==> src/rtl/bin_to_seven_segment_scan_pkg.sv <==
// Shared segment patterns, converter FSM states and an elaboration helper
// for the binary-to-scanned-seven-segment display path.
package bin_to_seven_segment_scan_pkg;

  // Segment patterns in {g,f,e,d,c,b,a} order, 1 = lit.
  localparam logic [6:0] SEG_0     = 7'h3F;
  localparam logic [6:0] SEG_1     = 7'h06;
  localparam logic [6:0] SEG_2     = 7'h5B;
  localparam logic [6:0] SEG_3     = 7'h4F;
  localparam logic [6:0] SEG_4     = 7'h66;
  localparam logic [6:0] SEG_5     = 7'h6D;
  localparam logic [6:0] SEG_6     = 7'h7D;
  localparam logic [6:0] SEG_7     = 7'h07;
  localparam logic [6:0] SEG_8     = 7'h7F;
  localparam logic [6:0] SEG_9     = 7'h6F;
  localparam logic [6:0] SEG_BLANK = 7'h00;

  typedef enum logic [1:0] {
    IDLE,
    SHIFT,
    LOAD
  } state_t;

  function automatic longint unsigned pow10(input int n);
    longint unsigned r;
    r = 64'd1;
    for (int i = 0; i < n; i++) r = r * 64'd10;
    return r;
  endfunction

endpackage

==> src/rtl/bin_to_seven_segment_scan_if.sv <==
// Value-in handshake plus display-side outputs of the scanned seven-segment block.
// slave = the converter/display, master = the value source / observer.
interface bin_to_seven_segment_scan_if #(
  parameter int WIDTH  = 8,
  parameter int DIGITS = 3
);
  logic                  in_valid;
  logic                  in_ready;
  logic [WIDTH-1:0]      bin_in;
  logic                  done;
  logic [4*DIGITS-1:0]   bcd_out;
  logic [6:0]            seg;
  logic [DIGITS-1:0]     an;

  modport master (
    output in_valid, bin_in,
    input  in_ready, done, bcd_out, seg, an
  );

  modport slave (
    input  in_valid, bin_in,
    output in_ready, done, bcd_out, seg, an
  );
endinterface

==> src/rtl/bin_to_seven_segment_scan_bcd_seg_decoder.sv <==
// Combinational BCD digit to {g..a} segment pattern; codes 10..15 decode to blank.
module bin_to_seven_segment_scan_bcd_seg_decoder
  import bin_to_seven_segment_scan_pkg::*;
(
  input  logic [3:0] bcd,
  output logic [6:0] seg
);

  always_comb begin
    seg = SEG_BLANK;
    case (bcd)
      4'd0: seg = SEG_0;
      4'd1: seg = SEG_1;
      4'd2: seg = SEG_2;
      4'd3: seg = SEG_3;
      4'd4: seg = SEG_4;
      4'd5: seg = SEG_5;
      4'd6: seg = SEG_6;
      4'd7: seg = SEG_7;
      4'd8: seg = SEG_8;
      4'd9: seg = SEG_9;
      default: seg = SEG_BLANK;
    endcase
  end

endmodule

==> src/rtl/bin_to_seven_segment_scan.sv <==
// Iterative double-dabble converter (WIDTH+2 cycles per accept, in_ready low while busy)
// feeding a continuously scanned, optionally zero-blanked multiplexed seven-segment display.
module bin_to_seven_segment_scan
  import bin_to_seven_segment_scan_pkg::*;
#(
  parameter int WIDTH    = 8,
  parameter int DIGITS   = 3,
  parameter int SCAN_DIV = 1000,
  parameter int BLANK_LZ = 1,
  parameter int ACT_LOW  = 0
) (
  input  logic                         clk,
  input  logic                         rst,
  bin_to_seven_segment_scan_if.slave   bus
);

  localparam int DDW = 4*DIGITS + WIDTH;
  localparam int CW  = $clog2(WIDTH + 1);
  localparam int PW  = (SCAN_DIV > 1) ? $clog2(SCAN_DIV) : 1;
  localparam int IW  = (DIGITS > 1) ? $clog2(DIGITS) : 1;

  if (pow10(DIGITS) < (64'd1 << WIDTH)) begin : g_bad_cfg
    $error("DIGITS too small to hold every WIDTH-bit value");
  end

  state_t              state, state_nxt;
  logic [DDW-1:0]      dd_reg;
  logic [DDW-1:0]      dd_adj;
  logic [CW-1:0]       cnt;
  logic [4*DIGITS-1:0] bcd_q;
  logic                done_q;
  logic [PW-1:0]       presc;
  logic [IW-1:0]       idx;
  logic [DIGITS-1:0]   nz_at;
  logic                show;
  logic [3:0]          digit_sel;
  logic [6:0]          seg_raw;
  logic [DIGITS-1:0]   an_raw;

  always_ff @(posedge clk) begin
    if (rst) state <= IDLE;
    else     state <= state_nxt;
  end

  always_comb begin
    state_nxt = state;
    case (state)
      IDLE:    if (bus.in_valid) state_nxt = SHIFT;
      SHIFT:   if (cnt == CW'(1)) state_nxt = LOAD;
      LOAD:    state_nxt = IDLE;
      default: state_nxt = IDLE;
    endcase
  end

  // Add-3 correction is applied to every BCD nibble before the shift.
  for (genvar n = 0; n < DIGITS; n++) begin : g_nib
    localparam int LO = WIDTH + 4*n;
    assign dd_adj[LO +: 4] = (dd_reg[LO +: 4] >= 4'd5) ? dd_reg[LO +: 4] + 4'd3
                                                        : dd_reg[LO +: 4];
  end
  assign dd_adj[WIDTH-1:0] = dd_reg[WIDTH-1:0];

  always_ff @(posedge clk) begin
    if (rst) begin
      dd_reg <= '0;
      cnt    <= '0;
      bcd_q  <= '0;
      done_q <= 1'b0;
    end else begin
      done_q <= 1'b0;
      case (state)
        IDLE: begin
          if (bus.in_valid) begin
            dd_reg <= {{(4*DIGITS){1'b0}}, bus.bin_in};
            cnt    <= CW'(WIDTH);
          end
        end
        SHIFT: begin
          dd_reg <= {dd_adj[DDW-2:0], 1'b0};
          cnt    <= cnt - CW'(1);
        end
        LOAD: begin
          bcd_q  <= dd_reg[DDW-1 -: 4*DIGITS];
          done_q <= 1'b1;
        end
        default: ;
      endcase
    end
  end

  always_ff @(posedge clk) begin
    if (rst) begin
      presc <= '0;
      idx   <= '0;
    end else if (presc == PW'(SCAN_DIV - 1)) begin
      presc <= '0;
      idx   <= (idx == IW'(DIGITS - 1)) ? '0 : idx + IW'(1);
    end else begin
      presc <= presc + PW'(1);
    end
  end

  // nz_at[i] is set when digit i or any higher digit is non-zero.
  always_comb begin
    logic running;
    running = 1'b0;
    nz_at   = '0;
    for (int i = DIGITS - 1; i >= 0; i--) begin
      running  = running | (|bcd_q[4*i +: 4]);
      nz_at[i] = running;
    end
  end

  assign show      = (idx == '0) || (BLANK_LZ == 0) || nz_at[idx];
  assign digit_sel = show ? bcd_q[int'(idx)*4 +: 4] : 4'hF;
  assign an_raw    = DIGITS'(1) << idx;

  bin_to_seven_segment_scan_bcd_seg_decoder u_dec (
    .bcd (digit_sel),
    .seg (seg_raw)
  );

  assign bus.in_ready = (state == IDLE);
  assign bus.done     = done_q;
  assign bus.bcd_out  = bcd_q;
  assign bus.seg      = (ACT_LOW != 0) ? ~seg_raw : seg_raw;
  assign bus.an       = (ACT_LOW != 0) ? ~an_raw  : an_raw;

endmodule
==> src/flat_wrapper.sv <==
// flat-port wrapper written by rule: the top's interface ports become plain ports
module bin_to_seven_segment_scan_flat import bin_to_seven_segment_scan_pkg::*;
#(
  parameter int WIDTH    = 8,
  parameter int DIGITS   = 3,
  parameter int SCAN_DIV = 1000,
  parameter int BLANK_LZ = 1,
  parameter int ACT_LOW  = 0
)
  (clk, rst, bus_in_valid, bus_bin_in, bus_in_ready, bus_done, bus_bcd_out, bus_seg, bus_an);
  bin_to_seven_segment_scan_if #(.WIDTH(WIDTH), .DIGITS(DIGITS)) bus_i ();
  input  logic clk;
  input  logic rst;
  input wire logic [$bits(bus_i.in_valid)-1:0] bus_in_valid;
  input wire logic [$bits(bus_i.bin_in)-1:0] bus_bin_in;
  output wire logic [$bits(bus_i.in_ready)-1:0] bus_in_ready;
  output wire logic [$bits(bus_i.done)-1:0] bus_done;
  output wire logic [$bits(bus_i.bcd_out)-1:0] bus_bcd_out;
  output wire logic [$bits(bus_i.seg)-1:0] bus_seg;
  output wire logic [$bits(bus_i.an)-1:0] bus_an;
  assign bus_i.in_valid = bus_in_valid;
  assign bus_i.bin_in = bus_bin_in;
  assign bus_in_ready = bus_i.in_ready;
  assign bus_done = bus_i.done;
  assign bus_bcd_out = bus_i.bcd_out;
  assign bus_seg = bus_i.seg;
  assign bus_an = bus_i.an;
  bin_to_seven_segment_scan #(.WIDTH(WIDTH), .DIGITS(DIGITS), .SCAN_DIV(SCAN_DIV), .BLANK_LZ(BLANK_LZ), .ACT_LOW(ACT_LOW)) u_core (.clk(clk), .rst(rst), .bus(bus_i));
endmodule
==> config.mk <==
export PLATFORM = sky130hd
export DESIGN_NAME = bin_to_seven_segment_scan_flat
export DESIGN_NICKNAME = d
export VERILOG_FILES = /design/src/rtl/bin_to_seven_segment_scan_pkg.sv /design/src/rtl/bin_to_seven_segment_scan_if.sv /design/src/rtl/bin_to_seven_segment_scan_bcd_seg_decoder.sv /design/src/rtl/bin_to_seven_segment_scan.sv /design/src/flat_wrapper.sv
export SDC_FILE = /design/constraint.sdc
export NUM_CORES = 1
export LEC_CHECK = 0
export CORE_ASPECT_RATIO = 1.4
export CORE_UTILIZATION = 55
export CTS_CLUSTER_DIAMETER = 80
export DETAILED_ROUTE_END_ITERATION = 6
export PLACE_DENSITY = 0.79
export REMOVE_ABC_BUFFERS = 1
export SLEW_MARGIN = 20
export SYNTH_ARGS = -nofsm -noshare
export SYNTH_HDL_FRONTEND = slang
export SYNTH_HIERARCHICAL = 1
export SYNTH_SLANG_ARGS = --single-unit
==> constraint.sdc <==
create_clock -name clk -period 2.86 [get_ports clk]
set_input_delay 0.429 -clock clk [delete_from_list [all_inputs] [get_ports clk]]
set_output_delay 0.429 -clock clk [all_outputs]
set_load 0.005 [all_outputs]
==> flow_metrics.tcl, run 1 <==
set metrics [dict create \
    outcome "finished clean" \
    diodes 0 \
    antenna_found_initial 0 \
    synth_area_leaders "dfxtp_1, ha_1, nand2_1" \
    drive_gt1_frac 0.164 \
    drcViolationCount 0 \
    worst-setup-path-type "flop to output port" \
    die_height_um 85.2 \
    hpwl_mm 4.29 \
    yosysMostFrequentCell "dfxtp_1" \
    final_cell_area_um2 3350 \
    cts_tree "yes" \
    clock_latency_ps 300 \
    die-area_um2 5230 \
    vias 2518 \
    setup_viol 0 \
    synthTopCellsByCount "dfxtp_1, nand2_1, a21oi_1, nor2_1, inv_1" \
    grt_use_total 0.243 \
    worst_pin_slew_ps 753 \
    avgRoutedWirePerCell_um 14.0 \
    ir_drop_mv 0.298 \
    ys_seq_area_frac 0.375 \
    chipWidth_um 61.4 \
    r2r_start "u_core/state[1]$_SDFFE_PP0P_" \
    min-delay-start "u_core/presc[0]$_SDFF_PP0_" \
    power_density_nw_per_um2 392 \
    synthArstFlopShare 0 \
    drv_cap 0 \
    portBuffers 34 \
    final-instance-count-excl-fill 434 \
    setup_ws_ps 32.6 \
    clock-sinks 51 \
    synth_area_um2 2720 \
    yosys_warnings 6 \
    ys.flop_type "dfxtp_1" \
    setup-tns-final_ps 0 \
    place_congestion 0.814 \
    ant_nets 0 \
    critPathLaunch "u_core/bus.bcd_out[9]$_SDFFE_PP0P_" \
    worstPathRequired_ps 2430 \
    avgSynthCellArea_um2 8.34 \
    p_leak_nw 1.16 \
    crit_arrival_ps 2400 \
    drt-total-wl_mm 6.07 \
    worst_setup_path_start_kind "flop" \
    grt_max_degree 20 \
    final-max-slew-violation-count 0 \
    post_dp_cell_area_um2 3140 \
    numCtsBuffers 5 \
    min_path_type "flop to flop" \
    total_power_w 0.00131 \
    yosysTopAreaCell "dfxtp_1" \
    max_stage_delay_ps 570 \
    rsz0062_at_grt "true" \
    clock_skew_ps 3.56 \
    period_needed_ps 2830 \
    n_fill_cell 395 \
    largest_reg_flops 20 \
    crit_chain "or4_4 > nor3_4 > o32a_4 > buf_6 > ha_1 > a21oi_2 > a21o_1 > dlygate4sd2_1" \
    vias_per_cell 5.80 \
    ios 35 \
    cp_max_fo 5 \
    drtIter0Drc 108 \
    cpMaxStageDelayCell "or4_4" \
    grt.overflow.total 0 \
    pre_cts_ws_ps -53.3 \
    htree_levels 2 \
    max_freq_mhz 354 \
    crit_path_end_kind "output port" \
    first_pass_iters 4 \
    synth_top_area_frac 0.375 \
    synth-seq-cells 51 \
    grt_pass1_vias 2320 \
    synthToLayoutAreaGrowth_pct 23.3 \
    start_util 0.586 \
    path_clk_slew_ps 80 \
    synth-edff-count 0 \
    place_inst 417 \
    core_um2 4640 \
    hold_viol_final 0 \
    clockRootBuffer "clkbuf_8" \
    relSlewSlack 0.497 \
    ys_types 53 \
    cts_max_path_buffers 2 \
    postSynthCellCount 326 \
    timing.final.crit_share 0.989 \
    fp-row-count 29 \
    grt_pass1_wl_mm 9.78 \
    ctsHoldBuffers 0 \
    num-nets-final 397 \
]
-- cell families (layout without fill, tap and decap cells) --
| family | count (synthesis) | count (layout) | synth area share |
|---|---|---|---|
| compound gates | 84 | 84 | 0.217 |
| xor+xnor | 6 | 6 | 0.0193 |
| fa+ha+maj | 15 | 15 | 0.0690 |
| buf+inv | 37 | 83 | 0.0570 |
| flops | 51 | 51 | 0.375 |
| mux | 6 | 6 | 0.0239 |
| simple gates | 127 | 127 | 0.238 |
-- placed cells by master (no fill, tap or decap), types with 4 or more instances in the layout --
cell | netlist | routed
clkbuf_8 | 0 | 7
a311oi_1 | 8 | 8
nand3_1 | 16 | 16
dfxtp_1 | 51 | 47
or3_1 | 4 | 4
buf_4 | 2 | 16
o2111ai_1 | 6 | 6
nor2_1 | 24 | 23
nand4_1 | 4 | 4
clkdlybuf4s50_1 | 0 | 27
o211ai_1 | 6 | 6
inv_1 | 21 | 18
ha_1 | 15 | 13
nor2b_1 | 8 | 8
mux2_2 | 4 | 4
a21oi_1 | 24 | 23
xnor2_1 | 4 | 4
o21ai_0 | 15 | 12
dfxtp_2 | 0 | 4
nand2_1 | 47 | 46
nand2b_1 | 7 | 7
-- worst max-delay path, delay by kind of cell, from the launching register on --
kind / cells / cell delay [ps]
AOI/OAI and AO/OA: 3 / 400
adders and majority gates: 1 / 160
buffers and inverters: 2 / 370
and+or+nand+nor: 2 / 830
DFF: 1 / 330
-- layer usage --
metal,track usage,vias to the layer above,part of all wire,routed length [µm]
li1,-,1253,-,-
met1,0.262,1194,0.43,2590
met2,0.445,60,0.51,3120
met3,0.0427,11,0.039,238
met4,0.101,0,0.021,126
met5,0,-,0,0
-- layout make-up --
type | instances | area [µm²] | area share
inverter | 22 | 82.6 | 0.0246
multi-input combinational | 238 | 1600 | 0.477
tap | 62 | 77.6 | 0.0231
sequential | 51 | 1030 | 0.306
clock buffer | 8 | 100 | 0.0299
timing repair buffer | 53 | 468 | 0.140
-- report_power, final --
group / switching (W) / leakage [nW] / internal, W / total (W)
logic: 0.0000675 / 0.697 / 0.0000553 / 0.000123
registers: 0.0000192 / 0.417 / 0.000731 / 0.000750
clock network: 0.000220 / 0.0515 / 0.000221 / 0.000441
-- worst paths after layout --
check | cells past startpoint | to | slack, ps
max | 8 | bus_seg[2] | 30
min | 1 | u_core/presc[0]$_SDFF_PP0_ | 450
max reg2reg | 3 | u_core/bus.bcd_out[4]$_SDFFE_PP0P_ | 1240
min reg2reg | 1 | u_core/presc[0]$_SDFF_PP0_ | 450
-- through the flow --
step | hold WS (ps) | util
2_1_floorplan | 418 | -
3_3_place_gp | 429 | 0.676
3_5_place_dp | 440 | 0.676
4_1_cts | 452 | 0.714
5_1_grt | 497 | 0.722
6_report | 451 | 0.722
-- repair_timing --
action	CTS	global route
resized for setup	20	22
pin swaps	2	7
gates cloned	0	0
setup endpoints to repair	7	5
buffers inserted	5	4
Power figures use the tool's default switching activity.
==> run 2: changes to the inputs <==
Settings changed: CTS_CLUSTER_DIAMETER 80 to 40.
==> results of run 2 <==
No change in the layout: final DEF, timing and power equal those of run 1.
